### src/rtl/fifo_pkg.sv
// Shared constants and helpers for the demux FIFO slice.
package fifo_pkg;

  localparam int unsigned DROP_CNT_W = 16;

  // Ceiling log2, usable in parameter/localparam expressions.
  function automatic int unsigned clog2(input int unsigned v);
    int unsigned r;
    r = 0;
    for (int unsigned p = 1; p < v; p = p << 1) begin
      r = r + 1;
    end
    return r;
  endfunction

endpackage

### src/rtl/fifo_buf_core.sv
// Circular buffer: in-order storage with wrap-around pointers and occupancy.
module fifo_buf_core
  import fifo_pkg::*;
#(
  parameter int unsigned DATA_WIDTH = 32,
  parameter int unsigned DEPTH      = 4,
  localparam int unsigned PTR_W     = clog2(DEPTH),
  localparam int unsigned CNT_W     = clog2(DEPTH) + 1
) (
  input  logic                  clk,
  input  logic                  rst_n,
  input  logic                  push,
  input  logic                  pop,
  input  logic [DATA_WIDTH-1:0] wdata,
  output logic [DATA_WIDTH-1:0] rdata,
  output logic [CNT_W-1:0]      level
);

  logic [DATA_WIDTH-1:0] mem [DEPTH];
  logic [PTR_W-1:0]      wr_ptr;
  logic [PTR_W-1:0]      rd_ptr;

  // Storage is deliberately left out of reset.
  always_ff @(posedge clk) begin
    if (push) begin
      mem[wr_ptr] <= wdata;
    end
  end

  // Power-of-two depth lets the pointers wrap naturally.
  always_ff @(posedge clk or negedge rst_n) begin
    if (!rst_n) begin
      wr_ptr <= '0;
      rd_ptr <= '0;
      level  <= '0;
    end else begin
      if (push) begin
        wr_ptr <= wr_ptr + PTR_W'(1);
      end
      if (pop) begin
        rd_ptr <= rd_ptr + PTR_W'(1);
      end
      if (push && !pop) begin
        level <= level + CNT_W'(1);
      end else if (pop && !push) begin
        level <= level - CNT_W'(1);
      end
    end
  end

  assign rdata = mem[rd_ptr];

endmodule

### src/rtl/fifo_demux_buf.sv
// Buffered 1-to-N demux: routes buffered words to a channel latched while empty.
module fifo_demux_buf
  import fifo_pkg::*;
#(
  parameter int unsigned DATA_WIDTH = 32,
  parameter int unsigned NUM_OUT    = 2,
  parameter int unsigned DEPTH      = 4,
  localparam int unsigned SEL_W     = clog2(NUM_OUT),
  localparam int unsigned CNT_W     = clog2(DEPTH) + 1
) (
  input  logic                          ap_clk,
  input  logic                          ap_rst_n,
  input  logic [DATA_WIDTH-1:0]         fifo_i_din,
  output logic                          fifo_i_full_n,
  input  logic                          fifo_i_write,
  output logic [NUM_OUT*DATA_WIDTH-1:0] fifo_o_din,
  input  logic [NUM_OUT-1:0]            fifo_o_full_n,
  output logic [NUM_OUT-1:0]            fifo_o_write,
  input  logic                          fifo_en,
  input  logic                          drop_mode,
  input  logic [SEL_W-1:0]              sel,
  output logic [CNT_W-1:0]              level,
  output logic [DROP_CNT_W-1:0]         drop_cnt
);

  logic [SEL_W-1:0]      cur_sel;
  logic [DATA_WIDTH-1:0] head;
  logic                  not_empty;
  logic                  push;
  logic                  pop;
  logic                  drop;

  assign not_empty = (level != '0);
  assign push      = fifo_i_write & fifo_i_full_n & fifo_en;
  assign pop       = |fifo_o_write;
  assign drop      = fifo_i_write & ~fifo_en & drop_mode;

  // Input readiness; forced low while reset is asserted.
  always_comb begin
    fifo_i_full_n = 1'b0;
    if (fifo_en) begin
      fifo_i_full_n = (level < CNT_W'(DEPTH));
    end else begin
      fifo_i_full_n = drop_mode;
    end
    fifo_i_full_n = fifo_i_full_n & ap_rst_n;
  end

  // Only the latched channel may pop, and only when it has space.
  always_comb begin
    fifo_o_write = '0;
    for (int unsigned i = 0; i < NUM_OUT; i++) begin
      fifo_o_write[i] = not_empty & (cur_sel == SEL_W'(i)) & fifo_o_full_n[i];
    end
  end

  assign fifo_o_din = {NUM_OUT{head}};

  // Channel select is latched only while empty so a burst never splits.
  always_ff @(posedge ap_clk or negedge ap_rst_n) begin
    if (!ap_rst_n) begin
      cur_sel <= '0;
    end else if (!not_empty && (32'(sel) < NUM_OUT)) begin
      cur_sel <= sel;
    end
  end

  always_ff @(posedge ap_clk or negedge ap_rst_n) begin
    if (!ap_rst_n) begin
      drop_cnt <= '0;
    end else if (drop && (drop_cnt != '1)) begin
      drop_cnt <= drop_cnt + DROP_CNT_W'(1);
    end
  end

  fifo_buf_core #(
    .DATA_WIDTH (DATA_WIDTH),
    .DEPTH      (DEPTH)
  ) u_core (
    .clk   (ap_clk),
    .rst_n (ap_rst_n),
    .push  (push),
    .pop   (pop),
    .wdata (fifo_i_din),
    .rdata (head),
    .level (level)
  );

endmodule
### config.mk
export PLATFORM = sky130hd
export DESIGN_NAME = fifo_demux_buf
export DESIGN_NICKNAME = d
export VERILOG_FILES = /design/src/rtl/fifo_pkg.sv /design/src/rtl/fifo_buf_core.sv /design/src/rtl/fifo_demux_buf.sv
export SDC_FILE = /design/constraint.sdc
export NUM_CORES = 1
export LEC_CHECK = 0
export CAP_MARGIN = 20
export CELL_PAD_IN_SITES_DETAIL_PLACEMENT = 1
export CELL_PAD_IN_SITES_GLOBAL_PLACEMENT = 2
export CORE_ASPECT_RATIO = 0.8
export CORE_MARGIN = 10
export CORE_UTILIZATION = 25
export DETAILED_ROUTE_END_ITERATION = 12
export DONT_BUFFER_PORTS = 1
export PLACE_DENSITY_LB_ADDON = 0.1
export SLEW_MARGIN = 20
export SYNTH_ARGS = -nofsm -noshare
export SYNTH_HDL_FRONTEND = slang
export SYNTH_SLANG_ARGS = --single-unit
### constraint.sdc
create_clock -name ap_clk -period 3.4 [get_ports ap_clk]
set_input_delay 0.51 -clock ap_clk [delete_from_list [all_inputs] [get_ports ap_clk]]
set_output_delay 0.51 -clock ap_clk [all_outputs]
set_load 0.01 [all_outputs]
==> out/results.ini <==
[floorplan]
rows = 51
dieArea_um2 = 31300
start_util_pct = 25.3
core_area_um2 = 24300
die_w_um = 195
die_y_um = 160
io_pins = 126

[clock_network]
cts_hold_buf = 2
htreeDepth = 4
clock-sinks = 152
cts_made_buffers = 17
ctsResizeCount = 0
cts_buffer_depth = 2
cts.clk_slew.worst_paths_ns = 0.07
cts_setup_buffers = 0
clkLatencyLatePin_ns = 0.42
cts_tree = done
clock-root-buffer = clkbuf_16

[power]
powerDensity_nw_per_um2 = 795
cellLeakagePower_nw = 2.31
ir_drop_mv = 0.306
power.total_mw = 5.56

[logic_synthesis]
synth_nets = 368
ys_seq_area_share_pct = 72.2
yosys-top-cells-area = edfxtp_1, mux4_2, dfrtp_1
syn-cell-area_um2 = 6150
synth.distinct_cells = 38
yosys.area.top_type = edfxtp_1
synth.most_common_cell = edfxtp_1
synthDominantCellAreaShare_pct = 62.5
synth_seq_cells = 152
async_flop_share_pct = 15.8
synth_edf_count = 128
synth_common_cells = edfxtp_1, buf_4, mux4_2, dfrtp_1, nand2_1
yosys_warnings = 0
synth.avg_cell_area_um2 = 19.2
post_synth_inst_count = 321
synth-main-ff-cell = edfxtp_1

[setup_path]
r2r-start = u_core.level[0]$_DFFE_PN0P_
crit_arrival_ns = 2.05
criticalPathCategory = register to output port
startpoint_type = register
end_kind = output port
required_ns = 2.89
crit_start = u_core.rd_ptr[1]$_DFFE_PN0P_
cp_max_fo = 19
reg2reg_depth = 9
r2r_slack_ns = 1.13

[timing]
finalHoldViolations = 0
setup_viol = 0
min_period_ns = 2.56
max_freq_ghz = 0.391
slew_headroom_pct = 56.6
drv_slew = 0
fin_setup_tns_ns = 0
setup_ws_ns = 0.845
period_share_pct = 75.2
fin_skew_ns = 0.0130
tightestPinTransition_ns = 0.650
rsz0062_at_grt = no

[global_routing]
grt_usage_pct = 9.24
grt_overflow = 0
antenna_found_initial = 1
grt_pass1_vias = 3056
grt_pass1_wl_um = 21300
grt_max_degree = 33

[cells_and_area]
n_fill_cell = 2459
instances_no_fill = 641
regArea_um2 = 4450
antennaDiodeCount = 0
nets = 357
areaGrowthSynthToFinish_pct = 13.5
layout-drive-gt1-share_pct = 27.6
multiInputGateArea_um2 = 1420

[detailed_routing]
drt-pass1-iter-count = 4
ant_nets = 0
drt_wl_total_um = 14100
drt-initial-drc-count = 77
vias = 2766
drcViolationCount = 0
viasPerCell = 4.32
wl_per_cell_um = 22.0

[status]
status = finished, final reports clean

[hold_path]
hp-start = fifo_i_din[27]
hp-class = primary input to register
worstHoldPathCells = 0

[place]
finalWeightedCongestion = 0.644
numPortBuffers = 0
dpl.cell_count = 607
place_ws_ns = 1.12
dp_hpwl_um = 8900

[job]
max-cap-violations = 0

[cell type report]
type                            count  area share (%)
Sequential cell                   152            63.6
Multi-Input combinational cell    123            20.3
Clock buffer                       18            6.14
Tap cell                          318            5.69
Clock inverter                     14            2.56
Timing Repair Buffer               11            1.40
Inverter                            5           0.269
[worst paths after layout]
| check | endpoint |
|---|---|
| worst max-delay path | fifo_o_din[60] |
| worst min-delay path | u_core.mem[3][27]$_DFFE_PP_ |
| worst max register to register | u_core.level[2]$_DFFE_PN0P_ |
| worst min register to register | cur_sel$_DFFE_PN0P_ |
| max in group asynchronous | u_core.rd_ptr[1]$_DFFE_PN0P_ |
| min in group asynchronous | drop_cnt[7]$_DFFE_PN0P_ |
[power by group]
group	switching [mW]	leakage [nW]	internal, mW
logic	0.763	0.559	0.489
registers	0.196	1.46	2.17
clock network	0.823	0.295	1.12
[state kept, by name, summed over array words and instances, names as in the netlist]
register and count:
u_core.rd_ptr 2, u_core.level 3, drop_cnt 16, cur_sel 1, u_core.wr_ptr 2, u_core.mem 128
[critical path: stages (launching register included)]
cell	delay, ns
dfrtp_2	0.76
buf_4	0.39
mux4_2	0.46
[cells in the final DEF, fill, tap and decap left out, types with 3 or more instances in the layout]
master,count
inv_6,5
nor3_1,5
ha_1,6
mux2_2,3
and2_2,4
nor2_1,5
xor2_1,5
clkbuf_16,17
a21oi_1,5
edfxtp_1,128
inv_8,3
dfrtp_1,22
nand2_1,12
nand4_1,3
buf_4,9
inv_1,5
xnor2_1,11
nand3_1,7
mux4_2,32
and4_1,3
[per-layer routing]
metal / GRT usage (%) / vias to the layer above / share of wire, %
met1: 10.4 / 1487 / 40
met5: 0 / - / 0
met2: 14.9 / 62 / 50
met3: 4.70 / 10 / 8.6
met4: 3.22 / 0 / 1.1
li1: - / 1207 / -
[logic make-up (layout without fill, tap and decap cells)]
kind of cell,Yosys count,after routing,synth area share [%]
compound gates,10,10,1.02
xor+xnor,16,16,2.28
fa+ha+maj,7,7,1.55
buf+inv,46,48,4.84
flops,152,152,72.2
mux,36,36,12.4
simple gates,54,54,5.67
[metrics by stage]
| stage | utilization, % | hold slack (ns) | cell area [um^2] |
|---|---|---|---|
| after floorplan | - | 0.214 | 6150 |
| after global placement | 26.1 | 0.215 | 6350 |
| after detailed placement | 26.1 | 0.215 | 6350 |
| after CTS | 28.7 | 0.152 | 6990 |
| after global routing | 28.7 | 0.139 | 6990 |
| final | 28.7 | 0.178 | 6990 |
(Power assumes the default switching activity.)
